[config.mk]
export PLATFORM = sky130hd
export DESIGN_NAME = muldiv_unit
export DESIGN_NICKNAME = d
export VERILOG_FILES = /design/src/rtl/muldiv_pkg.sv /design/src/rtl/muldiv_sign_fix.sv /design/src/rtl/muldiv_unit.sv
export SDC_FILE = /design/constraint.sdc
export NUM_CORES = 1
export LEC_CHECK = 0
export ABC_AREA = 1
export CAP_MARGIN = 15
export CORE_MARGIN = 2
export CORE_UTILIZATION = 60
export CTS_CLUSTER_DIAMETER = 120
export DETAILED_ROUTE_END_ITERATION = 12
export PLACE_DENSITY = 0.81
export RECOVER_POWER = 50
export SYNTH_ARGS = -nofsm -noshare
export SYNTH_HDL_FRONTEND = slang
export SYNTH_SLANG_ARGS = --single-unit
[constraint.sdc]
create_clock -name CLK -period 4.3 [get_ports CLK]
set_input_delay 0.645 -clock CLK [delete_from_list [all_inputs] [get_ports CLK]]
set_output_delay 0.645 -clock CLK [all_outputs]
set_load 0.005 [all_outputs]
[src/rtl/muldiv_pkg.sv]
// -----------------------------------------------------------------------------
// muldiv_pkg
// Shared definitions for the RV32M/RV64M multiply/divide unit and the EX-stage
// ALU decoder: operation encoding, FSM state encoding and default widths.
// The encoding matches ALU SELECT[2:0] for the M-extension select codes.
// Optional feature macro used by muldiv_unit: MULDIV_EARLY_OUT_EN.
// -----------------------------------------------------------------------------
package muldiv_pkg;

  localparam int XLEN_DEFAULT = 32;
  localparam int OP_W_DEFAULT = 3;

  typedef enum logic [2:0] {
    OP_MUL    = 3'd0,
    OP_MULH   = 3'd1,
    OP_MULHU  = 3'd2,
    OP_MULHSU = 3'd3,
    OP_DIV    = 3'd4,
    OP_DIVU   = 3'd5,
    OP_REM    = 3'd6,
    OP_REMU   = 3'd7
  } muldiv_op_e;

  typedef enum logic [1:0] {
    ST_IDLE = 2'd0,
    ST_CALC = 2'd1,
    ST_DONE = 2'd2
  } muldiv_state_e;

  // Bit 2 of the encoding separates the divide group from the multiply group.
  function automatic logic op_is_div(input muldiv_op_e op);
    return op[2];
  endfunction

  // Within the divide group, bit 1 selects the remainder instead of the quotient.
  function automatic logic op_is_rem(input muldiv_op_e op);
    return op[1];
  endfunction

  // rs1 is treated as signed for every signed multiply/divide; MUL uses the
  // signed path too since the low half of the product does not depend on it.
  function automatic logic op_a_signed(input muldiv_op_e op);
    return (op == OP_MUL) || (op == OP_MULH) || (op == OP_MULHSU) ||
           (op == OP_DIV) || (op == OP_REM);
  endfunction

  function automatic logic op_b_signed(input muldiv_op_e op);
    return (op == OP_MUL) || (op == OP_MULH) || (op == OP_DIV) || (op == OP_REM);
  endfunction

endpackage

[src/rtl/muldiv_sign_fix.sv]
// -----------------------------------------------------------------------------
// muldiv_sign_fix
// Combinational conditional two's-complement negation, LANES independent lanes
// of W bits each. Negating a value whose sign flag is set yields its absolute
// value, so the same block serves as operand abs() on the input side and as
// result sign correction on the output side.
// Ports:
//   value  [LANES*W-1:0]  packed input lanes, lane 0 in the low bits
//   negate [LANES-1:0]    per-lane negate enable
//   result [LANES*W-1:0]  packed output lanes
// -----------------------------------------------------------------------------
module muldiv_sign_fix #(
  parameter int W     = 32,
  parameter int LANES = 1
) (
  input  logic [LANES*W-1:0] value,
  input  logic [LANES-1:0]   negate,
  output logic [LANES*W-1:0] result
);

  genvar gi;
  generate
    for (gi = 0; gi < LANES; gi++) begin : g_lane
      assign result[gi*W +: W] = negate[gi] ? (~value[gi*W +: W] + W'(1))
                                            : value[gi*W +: W];
    end
  endgenerate

endmodule

[src/rtl/muldiv_unit.sv]
// -----------------------------------------------------------------------------
// muldiv_unit
// Multi-cycle RV32M/RV64M multiply/divide unit beside the EX-stage ALU.
// Radix-2 iterative datapath: shift-add multiply, restoring divide, one step
// per cycle on operand magnitudes, with sign correction applied to the final
// step. Valid/ready handshakes on both sides; KILL aborts in-flight work.
//
// Optional feature macro: MULDIV_EARLY_OUT_EN
//   defined   - divide by zero, signed overflow and multiply by zero go
//               straight IDLE->DONE (result valid the cycle after acceptance)
//   undefined - every operation takes the full XLEN-step iteration
//
// Ports:
//   CLK, RESET          clock, synchronous active-high reset
//   IN_VALID/IN_READY   request handshake (IN_READY = unit idle)
//   OP, DATA1, DATA2    operation code and rs1/rs2 operands
//   KILL                pipeline flush, aborts any in-flight operation
//   OUT_VALID/OUT_READY result handshake
//   RESULT              result, held stable while OUT_VALID is high
//   BUSY                unit not idle
// -----------------------------------------------------------------------------
module muldiv_unit
  import muldiv_pkg::*;
#(
  parameter int XLEN = XLEN_DEFAULT,
  parameter int OP_W = OP_W_DEFAULT
) (
  input  logic            CLK,
  input  logic            RESET,
  input  logic            IN_VALID,
  output logic            IN_READY,
  input  logic [OP_W-1:0] OP,
  input  logic [XLEN-1:0] DATA1,
  input  logic [XLEN-1:0] DATA2,
  input  logic            KILL,
  output logic            OUT_VALID,
  input  logic            OUT_READY,
  output logic [XLEN-1:0] RESULT,
  output logic            BUSY
);

  localparam int CNT_W = $clog2(XLEN);

  muldiv_state_e   state_reg, state_next;
  muldiv_op_e      op_in, op_reg;
  logic            accept;

  logic [XLEN-1:0] acc_hi_reg, acc_lo_reg, opb_reg, result_reg;
  logic            res_neg_reg;
  logic [CNT_W-1:0] cnt_reg;

  // ---------------------------------------------------------------------------
  // Input side: operand signs, magnitudes and result sign
  // ---------------------------------------------------------------------------
  logic            sign_a, sign_b, divisor_zero, res_neg_in;
  logic [2*XLEN-1:0] abs_pair;
  logic [XLEN-1:0] abs_a, abs_b;

  assign op_in        = muldiv_op_e'(OP[2:0]);
  assign sign_a       = op_a_signed(op_in) & DATA1[XLEN-1];
  assign sign_b       = op_b_signed(op_in) & DATA2[XLEN-1];
  assign divisor_zero = (DATA2 == '0);

  // Remainder follows the dividend sign. The quotient of a divide by zero must
  // stay all ones, so its sign correction is suppressed; the unsigned-style
  // iteration already produces all ones and the dividend as remainder.
  always_comb begin
    res_neg_in = sign_a ^ sign_b;
    if (op_is_div(op_in)) begin
      if (op_is_rem(op_in)) begin
        res_neg_in = sign_a;
      end else begin
        res_neg_in = (sign_a ^ sign_b) & ~divisor_zero;
      end
    end
  end

  muldiv_sign_fix #(
    .W     (XLEN),
    .LANES (2)
  ) u_in_fix (
    .value  ({DATA2, DATA1}),
    .negate ({sign_b, sign_a}),
    .result (abs_pair)
  );

  assign abs_a = abs_pair[XLEN-1:0];
  assign abs_b = abs_pair[2*XLEN-1:XLEN];

  // ---------------------------------------------------------------------------
  // Early-out detection
  // ---------------------------------------------------------------------------
  logic            early_hit;
  logic [XLEN-1:0] early_value;

`ifdef MULDIV_EARLY_OUT_EN
  localparam logic [XLEN-1:0] INT_MIN = {1'b1, {(XLEN-1){1'b0}}};

  always_comb begin
    early_hit   = 1'b0;
    early_value = '0;
    if (op_is_div(op_in)) begin
      if (divisor_zero) begin
        early_hit   = 1'b1;
        early_value = op_is_rem(op_in) ? DATA1 : '1;
      end else if (((op_in == OP_DIV) || (op_in == OP_REM)) &&
                   (DATA1 == INT_MIN) && (&DATA2)) begin
        early_hit   = 1'b1;
        early_value = op_is_rem(op_in) ? '0 : DATA1;
      end
    end else if ((DATA1 == '0) || divisor_zero) begin
      early_hit   = 1'b1;
      early_value = '0;
    end
  end
`else
  assign early_hit   = 1'b0;
  assign early_value = '0;
`endif

  // ---------------------------------------------------------------------------
  // Iteration step
  // Multiply: {acc_hi, acc_lo} starts as {0, |a|}; each step conditionally adds
  // |b| into the high half and shifts the pair right by one.
  // Divide: acc_lo holds the dividend shifting out MSB-first into the partial
  // remainder acc_hi; quotient bits shift into acc_lo from the bottom.
  // ---------------------------------------------------------------------------
  logic [XLEN:0]   mul_sum;
  logic [XLEN:0]   div_shift;
  logic [XLEN-1:0] div_diff;
  logic            div_ok;
  logic [XLEN-1:0] step_hi, step_lo;

  always_comb begin
    mul_sum   = {1'b0, acc_hi_reg} + (acc_lo_reg[0] ? {1'b0, opb_reg} : '0);
    div_shift = {acc_hi_reg, acc_lo_reg[XLEN-1]};
    div_ok    = (div_shift >= {1'b0, opb_reg});
    // When the subtract is taken the difference is below the divisor, so the
    // low XLEN bits of the modular difference are exact.
    div_diff  = div_shift[XLEN-1:0] - opb_reg;
    if (op_is_div(op_reg)) begin
      step_hi = div_ok ? div_diff : div_shift[XLEN-1:0];
      step_lo = {acc_lo_reg[XLEN-2:0], div_ok};
    end else begin
      step_hi = mul_sum[XLEN:1];
      step_lo = {mul_sum[0], acc_lo_reg[XLEN-1:1]};
    end
  end

  // ---------------------------------------------------------------------------
  // Output side: sign correction of the final step's magnitude
  // ---------------------------------------------------------------------------
  logic [2*XLEN-1:0] mag_wide, fixed_wide;
  logic [XLEN-1:0]   final_result;

  // Quotient/remainder are zero-extended so one 2*XLEN negator covers both
  // the product and the divide results.
  assign mag_wide = op_is_div(op_reg)
                  ? {{XLEN{1'b0}}, (op_is_rem(op_reg) ? step_hi : step_lo)}
                  : {step_hi, step_lo};

  muldiv_sign_fix #(
    .W     (2*XLEN),
    .LANES (1)
  ) u_out_fix (
    .value  (mag_wide),
    .negate (res_neg_reg),
    .result (fixed_wide)
  );

  assign final_result = (!op_is_div(op_reg) && (op_reg != OP_MUL))
                      ? fixed_wide[2*XLEN-1:XLEN]
                      : fixed_wide[XLEN-1:0];

  // ---------------------------------------------------------------------------
  // FSM
  // ---------------------------------------------------------------------------
  always_ff @(posedge CLK) begin
    if (RESET) begin
      state_reg <= ST_IDLE;
    end else begin
      state_reg <= state_next;
    end
  end

  always_comb begin
    state_next = state_reg;
    accept     = 1'b0;
    IN_READY   = 1'b0;
    OUT_VALID  = 1'b0;
    BUSY       = 1'b1;
    case (state_reg)
      ST_IDLE: begin
        IN_READY = 1'b1;
        BUSY     = 1'b0;
        if (IN_VALID && !KILL) begin
          accept     = 1'b1;
          state_next = early_hit ? ST_DONE : ST_CALC;
        end
      end
      ST_CALC: begin
        if (KILL) begin
          state_next = ST_IDLE;
        end else if (cnt_reg == '0) begin
          state_next = ST_DONE;
        end
      end
      ST_DONE: begin
        OUT_VALID = 1'b1;
        if (KILL || OUT_READY) begin
          state_next = ST_IDLE;
        end
      end
      default: begin
        state_next = ST_IDLE;
      end
    endcase
  end

  // ---------------------------------------------------------------------------
  // Datapath registers
  // ---------------------------------------------------------------------------
  always_ff @(posedge CLK) begin
    if (RESET) begin
      op_reg      <= OP_MUL;
      res_neg_reg <= 1'b0;
      acc_hi_reg  <= '0;
      acc_lo_reg  <= '0;
      opb_reg     <= '0;
      cnt_reg     <= '0;
      result_reg  <= '0;
    end else if (accept) begin
      op_reg      <= op_in;
      res_neg_reg <= res_neg_in;
      acc_hi_reg  <= '0;
      acc_lo_reg  <= abs_a;
      opb_reg     <= abs_b;
      cnt_reg     <= CNT_W'(XLEN - 1);
      if (early_hit) begin
        result_reg <= early_value;
      end
    end else if (state_reg == ST_CALC) begin
      if (KILL) begin
        cnt_reg    <= '0;
        result_reg <= '0;
      end else begin
        acc_hi_reg <= step_hi;
        acc_lo_reg <= step_lo;
        if (cnt_reg == '0) begin
          result_reg <= final_result;
        end else begin
          cnt_reg <= cnt_reg - CNT_W'(1);
        end
      end
    end else if ((state_reg == ST_DONE) && KILL) begin
      result_reg <= '0;
    end
  end

  assign RESULT = result_reg;

endmodule

==> results of run 1 <==
[worst min-delay path, cell delays in order, from the launching register on]
cell     delay [ps]
dfxtp_1         310
nand2_1          60
a21oi_1          50
[power by group through the flow]
stage	Clock [mW]	Sequential (mW)	Combinational [mW]
2_1_floorplan	0	1.42	1.78
3_3_place_gp	0	1.46	2.43
3_5_place_dp	0	1.46	2.45
4_1_cts	1.49	1.43	2.48
5_1_grt	1.54	1.45	2.87
6_report	1.51	1.44	2.65
[worst min-delay path by stage]
stage,startpoint,endpoint,slack [ps]
finish,RESULT[19],RESULT[19],460
global route,RESULT[11],RESULT[11],490
CTS,RESULT[19],RESULT[19],470
detailed placement,RESULT[19],RESULT[19],460
global placement,RESULT[19],RESULT[19],450
floorplan,opb_reg[2],opb_reg[2],440
[cells in the mapped netlist (4+ instances only)]
library cell and instances:
o31ai_1 5, nand3_1 266, o211ai_1 33, xor2_1 27, clkinv_1 8, nand2_1 807
buf_1 9, nor4_1 11, or2_2 9, a21oi_2 6, o21ai_0 142, o32ai_1 8
nor2_2 15, nor2_1 220, dfxtp_1 139, o21bai_1 10, ha_1 69, mux2i_1 20
nor3b_1 4, a21oi_1 166, o21ai_2 5, nand2_4 6, inv_2 14, nor3_1 55
nand3b_1 34, a31oi_1 7, o21ai_1 12, nand4_1 35, clkbuf_1 63, nand2_2 41
buf_2 14, inv_1 377, o22ai_1 17, nand3_2 21, xnor2_1 33, nor2_4 10
[final cells by class]
| cell class | count | area [µm²] | share of cell area (%) |
|---|---|---|---|
| timing repair buffer | 163 | 1510 | 8.39 |
| sequential | 139 | 2790 | 15.5 |
| tap | 335 | 419 | 2.33 |
| clock buffer | 18 | 439 | 2.44 |
| multi-input combinational | 2130 | 11200 | 62.3 |
| inverter | 399 | 1500 | 8.32 |
| clock inverter | 14 | 126 | 0.702 |
[timing repair]
action	in CTS	in global routing
buffers inserted	0	1
hold buffers	0	0
gates resized for setup	0	34
endpoints found under the setup margin	0	32
[cell families after synthesis]
logic type	count (synthesis)	share of synthesized area [%]
AO/OA/AOI/OAI	429	15.5
XOR/XNOR	60	3.33
adder cells (fa/ha/maj)	71	5.73
buffers and inverters	491	12.1
flip-flops	139	17.6
multiplexers	20	1.27
AND/OR/NAND/NOR	1549	44.4
[routing by layer]
layer	global-route usage, %	share of wire [%]
met2	64.7	41
met1	57.9	40
met4	19.2	4.8
met3	12.4	14
met5	0	0.049
==> metrics, run 1 <==
Inserted Diodes 0; Net Sw Frac 47.0%; DRT Wirelength 61.6 mm; register bit count reported by yosys 139; critical path required time roughly 4600 ps; CTS tree yes; Design Power around 5.6 mW; Layout Cells excl Fill 3,198; clock share of power 26.9%; share of cells above drive strength 1 8.91%; Synth area leaders nand2_1 19%, dfxtp_1 18%, inv_1 9.0%, nand3_1 8.4%, ha_1 5.5%; most frequent cells in the layout 802 x nand2_1, 376 x inv_1, 262 x nand3_1; largest stage delay on the critical path 440 ps; Logic pwr share 47.4%; die width 166 µm; die area 27,600 µm²; WP buf/inv 4; Post-Syn Area 15,800 µm²; Critical Path Start Type flop; failing checks max-capacitance violations, max-slew violations; GRT Total Usage between 40% and 50%; Clk Latency, worst-skew pair 440 ps; commonest non-fill, non-tap cell in the layout nand2_1; cell-internal power 2.97 mW; cell area power density slightly above 300 nW/µm²; Slew Limit Fails 36; root buf cell clkbuf_16; yosys warns 0; stages on the worst setup path 27; layout net count around 3,000; CP Class reg -> reg; Static Leakage around 9.3 nW; status finished with violations; hold depth 2; DR vias just under 20,000; Worst Max-Slew Pin Slew around 1800 ps; Area Growth Syn to Fin 14.2%; row cnt 59; r2r setup slk approximately 150 ps; largest net degree at the start of global routing 66; CP arrival 4420 ps; setup ws final 150 ps; vias per std cell 6.14; input/output buffers between 100 and 150; Fmax 241 MHz; die height 166 µm; clk buf depth 2; Worst R2R Path Depth 27; Final ANT Viol Nets 0; first-pass GRT wire length ~95 mm; Flop pwr share 25.7%; global route overflow 0; fin util roughly 70%; Reg2Reg Capture Point RESULT[20]; part of the cycle the worst path needs 96.5%; CTS sink count 139; hold slack 463 ps; Clk pin slew, worst setup/hold paths 70 ps; syn nets 2,902; number of synthesized flops with an enable pin 0; Clock Skew between 15 and 20 ps; Avg Synthesized Cell Area 5.72 µm²; TritonCTS buffer count 17; total core area between 20,000 and 30,000 µm²; Placed Instances 3,163; initial antenna violation count 2; Peak VDD IR approximately 0.00026 V; most common flop cell mapped by yosys dfxtp_1; 1st-iter DRT viols 2,736; CP startpoint opb_reg[7]; setup TNS 0 ps; Sw Pwr 2.63 mW; Yosys top cell area share 19.2%; nature of the critical path endpoint flop; biggest area consumer among synthesized cells nand2_1; Syn Inst Count 2,759; most frequent cell on the critical path nand2_1; Netlist cell types between 60 and 70; crit path to RESULT[20]; Slew Limit Headroom -22.1%; total I/O pin count 107; wire length per cell 19.3 µm; post-synthesis sequential area ratio 17.6%; dpl hpwl 48.2 mm; DRT Pass-1 Iters 6; Final Cell Area 18,000 µm²; RR Startpoint opb_reg[7]; max cap viols 1; DP Area 17,300 µm²; GPL Wtd Cong 1.09; Initial Util between 60% and 70%; drt drc 0; Async SR Flop Fraction 0%; worst slack at placement 195 ps; Hold WC Path Type reg -> reg; fillers 2,405; crit path max fanout 14; depth of the CTS H-tree 4; vias in the first global route around 18,000; fin crit period 4150 ps; family with the most delay on the worst path simple AND/OR/NAND/NOR gates; CP max stage cell dfxtp_1; # setup viols final 0; Final Hold Viols 0
(Power assumes the default switching activity.)
==> run 2: changes to the inputs <==
Settings changed: CORE_UTILIZATION 60 to 45, PLACE_DENSITY 0.81 to unset.
==> metrics, run 2 (synthesis gave the netlist of run 1 again) <==
Slew Limit Headroom -46.3%; most frequent cells in the layout 799 x nand2_1, 376 x inv_1, 262 x nand3_1; Fmax 242 MHz; commonest non-fill, non-tap cell in the layout nand2_1; Slew Limit Fails 60; share of cells above drive strength 1 a little over a tenth; CTS tree yes; wire length per cell 20.1 µm; Critical Path Start Type flop; Final ANT Viol Nets 0; fin crit period 4130 ps; DRT Pass-1 Iters 7; DP Area roughly 18,000 µm²; CTS sink count 139; Final Cell Area 18,600 µm²; depth of the CTS H-tree 4; Worst R2R Path Depth 27; TritonCTS buffer count 17; RR Startpoint opb_reg[8]; Placed Instances 3,315; Worst Max-Slew Pin Slew 2190 ps; Clk Latency, worst-skew pair 470 ps; CP startpoint opb_reg[8]; die width about 190 µm; crit path max fanout 10; crit path to RESULT[15]; CP max stage cell ha_2; Layout Cells excl Fill between 3,000 and 4,000; part of the cycle the worst path needs 96.0%; # setup viols final 0; global route overflow 0; input/output buffers 106; status finished with violations; critical path required time 4600 ps; CP arrival 4430 ps; initial antenna violation count 3; 1st-iter DRT viols around 2,100; Static Leakage 9.45 nW; Hold WC Path Type reg -> reg; layout net count a little over 3,000; dpl hpwl between 50 and 60 mm; Reg2Reg Capture Point RESULT[15]; Final Hold Viols 0; GRT Total Usage 36.5%; clk buf depth 2; row cnt a little under 70; fin util a little over half; largest net degree at the start of global routing 68; CP Class reg -> reg; most frequent cell on the critical path nand2_1; DRT Wirelength slightly below 70 mm; first-pass GRT wire length between 100 and 150 mm; vias in the first global route 17,500; Initial Util 45.7%; hold slack 460 ps; total I/O pin count approximately 110; Clk pin slew, worst setup/hold paths around 70 ps; failing checks max-capacitance violations, max-slew violations; vias per std cell approximately 5.7; cell area power density roughly 310 nW/µm²; GPL Wtd Cong 1.03; Clock Skew 16.3 ps; nature of the critical path endpoint flop; Area Growth Syn to Fin 17.7%; root buf cell clkbuf_16; hold depth 2; die height 191 µm; r2r setup slk 170 ps; Peak VDD IR 0.000286 V; max cap viols 1; fillers ~3,600; die area 36,600 µm²; DR vias 19,100; Design Power 5.84 mW; total core area 34,500 µm²; Post-CTS Hold Fix Bufs 0; largest stage delay on the critical path ~390 ps; drt drc 0
run 2: cell types whose count changed in the layout (fill, tap and decap cells not counted), moves of 3 or more:
cell / delta
ha_4: +4
ha_1: -10
buf_4: +36
nand2_1: -3
ha_2: +6
bufinv_16: +3
nand2_2: +3
run 2: worst max-delay path: cells and delay by family (launching register included):
family	cells	cell delay, ps
flip-flops	1	330
AND/OR/NAND/NOR	20	2580
buffers and inverters	4	490
AO/OA/AOI/OAI	2	160
adder cells (fa/ha/maj)	1	390
run 2: area by class of cell:
| class | count | area (µm²) | area share [%] |
|---|---|---|---|
| multi-input combinational | 2130 | 11300 | 60.9 |
| antenna | 1 | 2.50 | 0.0135 |
| clock inverter | 14 | 196 | 1.06 |
| inverter | 399 | 1500 | 8.07 |
| clock buffer | 18 | 439 | 2.37 |
| sequential | 139 | 2790 | 15.0 |
| tap | 455 | 569 | 3.07 |
| timing repair buffer | 196 | 1760 | 9.46 |
run 2: how the worst min path moves through the flow:
stage	start	to
after floorplan	opb_reg[2]	opb_reg[2]
after global placement	RESULT[19]	RESULT[19]
after detailed placement	RESULT[17]	RESULT[17]
after CTS	RESULT[3]	RESULT[3]
after global routing	RESULT[3]	RESULT[3]
final	RESULT[17]	RESULT[17]
run 2: per-layer routing:
layer	GRT usage, %	wire (µm)
met1	50.8	30300
met2	54.5	28200
met3	9.20	6620
met4	12.4	2310
met5	0	27
run 2: timing repair:
action,CTS,global route
endpoints found under the setup margin,0,33
endpoints found under the hold margin,0,0
setup buffers,0,3
gates resized for setup,0,51
run 2: power breakdown:
group	total [mW]	internal, mW	switching [mW]
Sequential	1.44	1.36	0.0808
Combinational	2.73	0.878	1.85
Clock	1.68	0.954	0.722
run 2: metrics by stage:
step / setup WS (ps) / TNS (ps)
3_5_place_dp: -115 / -115
5_1_grt: -10.4 / -13.1
4_1_cts: 59.9 / 0
6_report: 173 / 0
3_3_place_gp: -62.6 / -80.1
2_1_floorplan: 926 / 0
